===== config.mk =====
export PLATFORM = sky130hd
export DESIGN_NAME = tsn_gate_scheduler
export DESIGN_NICKNAME = d
export VERILOG_FILES = /design/src/rtl/tsn_gate_scheduler.sv
export SDC_FILE = /design/constraint.sdc
export NUM_CORES = 2
export LEC_CHECK = 0
export CORE_MARGIN = 2
export CORE_UTILIZATION = 63
export CTS_BUF_LIST = sky130_fd_sc_hd__clkbuf_4
export DETAILED_ROUTE_END_ITERATION = 8
export HOLD_SLACK_MARGIN = 0.12
export MAX_ROUTING_LAYER = met4
export PLACE_DENSITY_LB_ADDON = 0.12
export SYNTH_ARGS = -nofsm -noshare
export SYNTH_HDL_FRONTEND = slang
export SYNTH_SLANG_ARGS = --single-unit

===== constraint.sdc =====
create_clock -name syc_clk_250m -period 5.7 [get_ports syc_clk_250m]
set_input_delay 0.57 -clock syc_clk_250m [delete_from_list [all_inputs] [get_ports syc_clk_250m]]
set_output_delay 0.57 -clock syc_clk_250m [all_outputs]
set_load 0.005 [all_outputs]

===== src/rtl/tsn_gate_scheduler.sv =====
// -----------------------------------------------------------------------------
// tsn_gate_scheduler
//
// Time-aware gate scheduler for the TSN egress path. It runs a gate control
// list (GCL) against the 1588 time base and drives per-queue transmit gates.
// The GCL is double banked. Software writes the shadow bank, and an apply
// swaps the banks atomically. In IDLE the swap happens at once and the list
// starts when ptp_ns reaches the base time. In RUN the swap waits for the
// next cycle wrap.
//
// Ports
//   syc_clk_250m  sole clock
//   sys_reset     synchronous active-high reset
//   ptp_ns        current PTP time in ns (advances TICK_NS per clock)
//   gcl_wr_en     write one shadow-bank entry
//   gcl_wr_addr   shadow entry index
//   gcl_wr_data   {gate_mask, interval_ns[31:0]}
//   cfg_len       number of valid entries in the shadow list
//   cfg_cycle_ns  cycle time in ns
//   cfg_base_ns   base time in ns (used only when activating from IDLE/WAIT)
//   cfg_apply     pulse: sample cfg_* and request activation
//   gate_states   registered gate mask, 1 = open
//   entry_idx     active entry index
//   cycle_start   one-cycle pulse when entry 0 is loaded
//   running       high while the list is executing
//   cfg_pending   an applied config is waiting for the next wrap
//   cfg_err       one-cycle pulse on a rejected apply
// -----------------------------------------------------------------------------
module tsn_gate_scheduler #(
    parameter int NUM_QUEUES = 8,
    parameter int GCL_DEPTH  = 16,
    parameter int TICK_NS    = 4
) (
    input  logic                          syc_clk_250m,
    input  logic                          sys_reset,
    input  logic [63:0]                   ptp_ns,
    input  logic                          gcl_wr_en,
    input  logic [$clog2(GCL_DEPTH)-1:0]  gcl_wr_addr,
    input  logic [NUM_QUEUES+31:0]        gcl_wr_data,
    input  logic [$clog2(GCL_DEPTH):0]    cfg_len,
    input  logic [31:0]                   cfg_cycle_ns,
    input  logic [63:0]                   cfg_base_ns,
    input  logic                          cfg_apply,
    output logic [NUM_QUEUES-1:0]         gate_states,
    output logic [$clog2(GCL_DEPTH)-1:0]  entry_idx,
    output logic                          cycle_start,
    output logic                          running,
    output logic                          cfg_pending,
    output logic                          cfg_err
);
    localparam int            AW      = $clog2(GCL_DEPTH);
    localparam int            DW      = NUM_QUEUES + 32;
    localparam logic [AW:0]   DEPTH_L = (AW+1)'(GCL_DEPTH);
    localparam logic [31:0]   TICK_L  = 32'(TICK_NS);

    typedef enum logic [1:0] {ST_IDLE, ST_WAIT_BASE, ST_RUN} state_t;

    state_t                 state_reg, state_next;
    logic                   bank_reg, bank_next;
    logic [AW:0]            len_reg, len_next;
    logic [31:0]            cycle_reg, cycle_next;
    logic [63:0]            base_reg, base_next;
    logic [AW:0]            pend_len_reg, pend_len_next;
    logic [31:0]            pend_cycle_reg, pend_cycle_next;
    logic                   pending_reg, pending_next;
    logic [31:0]            remaining_reg, remaining_next;
    logic [31:0]            elapsed_reg, elapsed_next;
    logic [AW-1:0]          idx_reg, idx_next;
    logic [NUM_QUEUES-1:0]  gates_reg, gates_next;
    logic                   cycle_start_reg, cycle_start_next;
    logic                   cfg_err_reg, cfg_err_next;

    // Both banks live in one array; the bank bit is the address MSB.
    logic [DW-1:0]          gcl_mem [0:2*GCL_DEPTH-1];

    // Writes always land in the shadow bank (the one not being executed).
    always_ff @(posedge syc_clk_250m) begin
        if (gcl_wr_en) begin
            gcl_mem[{~bank_reg, gcl_wr_addr}] <= gcl_wr_data;
        end
    end

    logic         apply_valid;
    logic [32:0]  elapsed_sum;
    logic         cyc_end;
    logic         ent_end;
    logic         is_last;
    logic [31:0]  elapsed_inc;
    logic [31:0]  rem_dec;

    assign apply_valid = cfg_apply && (cfg_len != '0) && (cfg_len <= DEPTH_L)
                         && (cfg_cycle_ns != 32'd0);
    assign elapsed_sum = {1'b0, elapsed_reg} + {1'b0, TICK_L};
    assign cyc_end     = (elapsed_sum >= {1'b0, cycle_reg});
    assign ent_end     = (remaining_reg <= TICK_L);
    assign is_last     = ({1'b0, idx_reg} == (len_reg - 1'b1));
    assign elapsed_inc = elapsed_sum[32] ? 32'hFFFF_FFFF : elapsed_sum[31:0];
    assign rem_dec     = (remaining_reg > TICK_L) ? (remaining_reg - TICK_L) : 32'd0;

    // The entry to load must be known in the same cycle its condition is seen
    // (one-clock condition-to-gate latency), so the list is read without a
    // pipeline register. A wrap that also swaps banks reads entry 0 of the
    // incoming bank.
    logic           load_bank;
    logic [AW-1:0]  load_addr;
    logic           wr_hit;
    logic [DW-1:0]  load_word;

    always_comb begin
        load_bank = bank_reg;
        load_addr = idx_reg + AW'(1);
        if (state_reg == ST_WAIT_BASE) begin
            load_addr = '0;
        end else if ((state_reg == ST_RUN) && cyc_end) begin
            load_addr = '0;
            if (apply_valid || pending_reg) begin
                load_bank = ~bank_reg;
            end
        end
    end

    // A write issued in the swap cycle must be seen by the entry loaded at
    // that same edge, so forward it around the array.
    assign wr_hit    = gcl_wr_en && (load_bank == ~bank_reg) && (gcl_wr_addr == load_addr);
    assign load_word = wr_hit ? gcl_wr_data : gcl_mem[{load_bank, load_addr}];

    always_comb begin
        state_next       = state_reg;
        bank_next        = bank_reg;
        len_next         = len_reg;
        cycle_next       = cycle_reg;
        base_next        = base_reg;
        pend_len_next    = pend_len_reg;
        pend_cycle_next  = pend_cycle_reg;
        pending_next     = pending_reg;
        remaining_next   = remaining_reg;
        elapsed_next     = elapsed_reg;
        idx_next         = idx_reg;
        gates_next       = gates_reg;
        cycle_start_next = 1'b0;
        cfg_err_next     = cfg_apply && !apply_valid;

        case (state_reg)
            ST_IDLE: begin
                gates_next = '1;
                if (apply_valid) begin
                    bank_next  = ~bank_reg;
                    len_next   = cfg_len;
                    cycle_next = cfg_cycle_ns;
                    base_next  = cfg_base_ns;
                    state_next = ST_WAIT_BASE;
                end
            end
            ST_WAIT_BASE: begin
                if (apply_valid) begin
                    // Re-swap and restart the wait against the new base.
                    bank_next  = ~bank_reg;
                    len_next   = cfg_len;
                    cycle_next = cfg_cycle_ns;
                    base_next  = cfg_base_ns;
                end else if (ptp_ns >= base_reg) begin
                    state_next       = ST_RUN;
                    idx_next         = '0;
                    gates_next       = load_word[DW-1:32];
                    remaining_next   = load_word[31:0];
                    elapsed_next     = 32'd0;
                    cycle_start_next = 1'b1;
                end
            end
            ST_RUN: begin
                if (cyc_end) begin
                    // Wrap takes priority over an entry ending in the same cycle.
                    idx_next         = '0;
                    gates_next       = load_word[DW-1:32];
                    remaining_next   = load_word[31:0];
                    elapsed_next     = 32'd0;
                    cycle_start_next = 1'b1;
                    if (apply_valid) begin
                        // An apply landing on the wrap supersedes any pending one.
                        bank_next    = ~bank_reg;
                        len_next     = cfg_len;
                        cycle_next   = cfg_cycle_ns;
                        pending_next = 1'b0;
                    end else if (pending_reg) begin
                        bank_next    = ~bank_reg;
                        len_next     = pend_len_reg;
                        cycle_next   = pend_cycle_reg;
                        pending_next = 1'b0;
                    end
                end else begin
                    elapsed_next = elapsed_inc;
                    if (ent_end && !is_last) begin
                        idx_next       = idx_reg + AW'(1);
                        gates_next     = load_word[DW-1:32];
                        remaining_next = load_word[31:0];
                    end else begin
                        // Also covers the last entry holding its mask until the wrap.
                        remaining_next = rem_dec;
                    end
                    if (apply_valid) begin
                        pend_len_next   = cfg_len;
                        pend_cycle_next = cfg_cycle_ns;
                        pending_next    = 1'b1;
                    end
                end
            end
            default: begin
                state_next = ST_IDLE;
            end
        endcase
    end

    always_ff @(posedge syc_clk_250m) begin
        if (sys_reset) begin
            state_reg       <= ST_IDLE;
            bank_reg        <= 1'b0;
            len_reg         <= '0;
            cycle_reg       <= 32'd0;
            base_reg        <= 64'd0;
            pend_len_reg    <= '0;
            pend_cycle_reg  <= 32'd0;
            pending_reg     <= 1'b0;
            remaining_reg   <= 32'd0;
            elapsed_reg     <= 32'd0;
            idx_reg         <= '0;
            gates_reg       <= '1;
            cycle_start_reg <= 1'b0;
            cfg_err_reg     <= 1'b0;
        end else begin
            state_reg       <= state_next;
            bank_reg        <= bank_next;
            len_reg         <= len_next;
            cycle_reg       <= cycle_next;
            base_reg        <= base_next;
            pend_len_reg    <= pend_len_next;
            pend_cycle_reg  <= pend_cycle_next;
            pending_reg     <= pending_next;
            remaining_reg   <= remaining_next;
            elapsed_reg     <= elapsed_next;
            idx_reg         <= idx_next;
            gates_reg       <= gates_next;
            cycle_start_reg <= cycle_start_next;
            cfg_err_reg     <= cfg_err_next;
        end
    end

    assign gate_states = gates_reg;
    assign entry_idx   = idx_reg;
    assign cycle_start = cycle_start_reg;
    assign running     = (state_reg == ST_RUN);
    assign cfg_pending = pending_reg;
    assign cfg_err     = cfg_err_reg;

endmodule


==> results.md <==
* Pre-antenna DRT Iters at 9
* Fmax at 184 MHz
* Synthesized instance count at about 4,800
* Register area share after synthesis at 0.673
* Worst Max-Slew Pin Slew at about 1.3 ns
* Ys Warns at 0
* Layout cells sized above 1 at 0.180
* Sequential standard cell area at 42,800 sq um
* I/O Buffers at between 200 and 250
* Yosys reg bits at roughly 1,500
* Startpoint types: flop
* Global route overflow at 0
* Fin. Hold Viols at 0
* Commonest non-fill, non-tap cells in the layout: edfxtp_1 (1,280), clkbuf_4 (570), nand2_1 (451)
* Multi-input logic area at approximately 20,000 sq um
* Reg2reg setup slack at between 0.2 and 0.3 ns
* Pre-CTS WS at between 0.01 and 0.015 ns
* Number of antenna violations at the first check in global routing at 6
* Synth Net Count at 5,149
* Fin util at 0.747
* ANT nets after route at 0
* Post-route DRC at 0
* Skew final at between 0.1 and 0.15 ns
* CTS Root Cell: clkbuf_4
* Count of cell types in the netlist at 89
* Vias per cell at approximately 6.7
* Slew margin rel. at 0.154
* Fin crit period at 5.43 ns
* Crit-path max FO at 43
* 1st-iter DRT viols at approximately 6,600
* Max reg flops at 1,280
* Clock tree buffer depth at 4
* CP arrival at 6.57 ns
* TritonCTS Buffers at around 380
* Floorplan row count at 116
* Placed Area at approximately 69,000 sq um
* TNS Setup at 0 ns
* Core ar. at about 100,000 sq um
* Area grow syn2layout at 17.6%
* Fill cells at approximately 6,600
* Worst-path clk slew at about 0.070 ns
* Die ar. at roughly 100,000 sq um
* R2R Path End: remaining_reg[1]
* Vias at around 47,000
* Final Instance Area at around 75,000 sq um
* Kind of critical path: reg2reg
* Largest net degree at the start of global routing at between 100 and 150
* Final worst path period share at 0.953
* CTS Sinks at around 1,500
* Worst r2r src: elapsed_reg[3]
* Routability Congestion at 0.960
* Placed insts at 6,233
* # setup viols final at 0
* Worst setup EP type: flop
* Reg2reg path depth at 19
* Fin. max-slew vios at 0
* I/O pin cnt at around 230
* TritonCTS clock tree: done
* Max cap viols at 0
* Nets@finish at between 5,000 and 6,000
* Die X at roughly 320 um
* Number of synthesized flops with an enable pin at ~1,300
* DRT Wirelength at between 200,000 and 250,000 um
* Vias in the first global route at about 46,000
* Worst EP required at around 6.8 ns
* Die extent in y at roughly 320 um
* Final worst slack at 0.269 ns
* Lkg Pwr at approximately 25 nW
* Worst min-delay path class: in2reg
* Crit path to: remaining_reg[1]
* Status: finished clean
* Mapped Area at between 60,000 and 70,000 sq um
* Clk_lat worst skew at roughly 1.3 ns
* Post-Layout Cell Count at ~7,000
* PwrDens at roughly 300 nW/um^2
* GRT Resource Usage Total at 0.394
* Setup crit start: elapsed_reg[3]
* First-pass GRT wire length at just under 300,000 um
* Post-detail-place hpwl at roughly 110,000 um
* Asr flop ratio synth at 0
* Dominant synthesized flop cell: edfxtp_1
* H-tree levels at 5
* Syn avg cell area at between 10 and 15 sq um
* Maximum vdd ir drop at between 200 and 250 uV
* Initial core utilization at 0.635
* Commonest non-fill, non-tap cell in the layout: edfxtp_1
* Wire per inst at between 20 and 30 um
[critical path: stages (launching register included)]
cell and delay [ns]:
dfxtp_1 0.37, ha_1 0.20, nand3_2 0.10, nor4_2 0.31
nand4_1 0.23, nor4_4 0.24, nand2_1 0.13, or4_1 0.53
xnor2_1 0.20, ha_1 0.28, nand3_2 0.14, inv_1 0.09
a221oi_4 0.34, a41o_1 0.31, nand4_4 0.41, buf_12 0.38
a2111oi_0 0.64, o41ai_1 0.17, nor4_1 0.22, o2bb2ai_1 0.09
[cell families after synthesis]
kind of cell / share of synthesized area
xor gates and xnor gates: 0.00753
adders and majority gates: 0.0207
DFF: 0.673
buffers and inverters: 0.0284
AOI/OAI and AO/OA: 0.135
muxes: 0.0603
and+or+nand+nor: 0.0750
[synth_stat cells (23+ instances only)]
| cell type | instances | area, sq um |
|---|---|---|
| buf_2 | 58 | 290 |
| a22oi_1 | 80 | 601 |
| dfxtp_1 | 219 | 4380 |
| mux2i_1 | 221 | 2210 |
| nor3_1 | 48 | 240 |
| nand3_1 | 76 | 380 |
| a31oi_1 | 29 | 181 |
| o21ai_0 | 240 | 1200 |
| a221oi_1 | 78 | 683 |
| nand2_1 | 452 | 1700 |
| buf_1 | 28 | 105 |
| a21oi_1 | 408 | 2040 |
| a221o_1 | 31 | 310 |
| nor2_1 | 301 | 1130 |
| o221ai_1 | 23 | 201 |
| edfxtp_1 | 1280 | 38400 |
| nand4_1 | 42 | 263 |
| nor4_1 | 28 | 175 |
| o211ai_1 | 70 | 526 |
| ha_1 | 105 | 1310 |
| mux2_2 | 138 | 1550 |
| xor2_1 | 25 | 219 |
| a211oi_1 | 86 | 646 |
| clkbuf_1 | 221 | 830 |
| o22ai_1 | 38 | 238 |
| xnor2_1 | 26 | 228 |
| a21o_1 | 25 | 188 |
| inv_1 | 124 | 465 |
[power by group]
group | switching, mW | internal (mW)
Sequential | 0.0806 | 12.0
Combinational | 1.23 | 0.682
Clock | 4.26 | 4.71
Total | 5.57 | 17.4
[through the flow]
step	power, mW	hold WS, ns
4_1_cts	22.9	0.125
5_1_grt	23.7	0.133
2_1_floorplan	13.2	0.433
3_5_place_dp	14.1	0.446
6_report	23.0	0.168
3_3_place_gp	14.0	0.441
[per-layer routing]
metal	vias to the layer above	share of wire	global-route usage
li1	20137	-	-
met1	22620	0.36	0.509
met2	3656	0.45	0.584
met3	788	0.14	0.0976
met4	0	0.055	0.202
met5	-	0	-
[how the worst min path moves through the flow]
stage,from,end,cells past startpoint
2_1_floorplan,remaining_reg[1],remaining_reg[1],1
3_3_place_gp,pend_cycle_reg[12],pend_cycle_reg[12],2
3_5_place_dp,pend_cycle_reg[18],pend_cycle_reg[18],2
4_1_cts,gcl_wr_data[27],gcl_mem[7][27],2
5_1_grt,gcl_wr_data[6],gcl_mem[29][6],2
6_report,gcl_wr_data[12],gcl_mem[8][12],2
[final cells by class]
cell class,count,share of cell area
repair buffers,557,0.0753
well taps,1298,0.0217
diodes,16,0.000535
flip-flops and latches,1499,0.572
inverters,127,0.00637
multi-input cells,2885,0.261
clock buffers,570,0.0572
clock inverters,78,0.00579
[timing repair]
item	4_1_cts	5_1_grt
setup buffers	0	6
hold endpoints to repair	411	0
resized for setup	0	24
hold buffers	124	0
endpoints found under the setup margin	0	38
(Power assumes the default switching activity.)
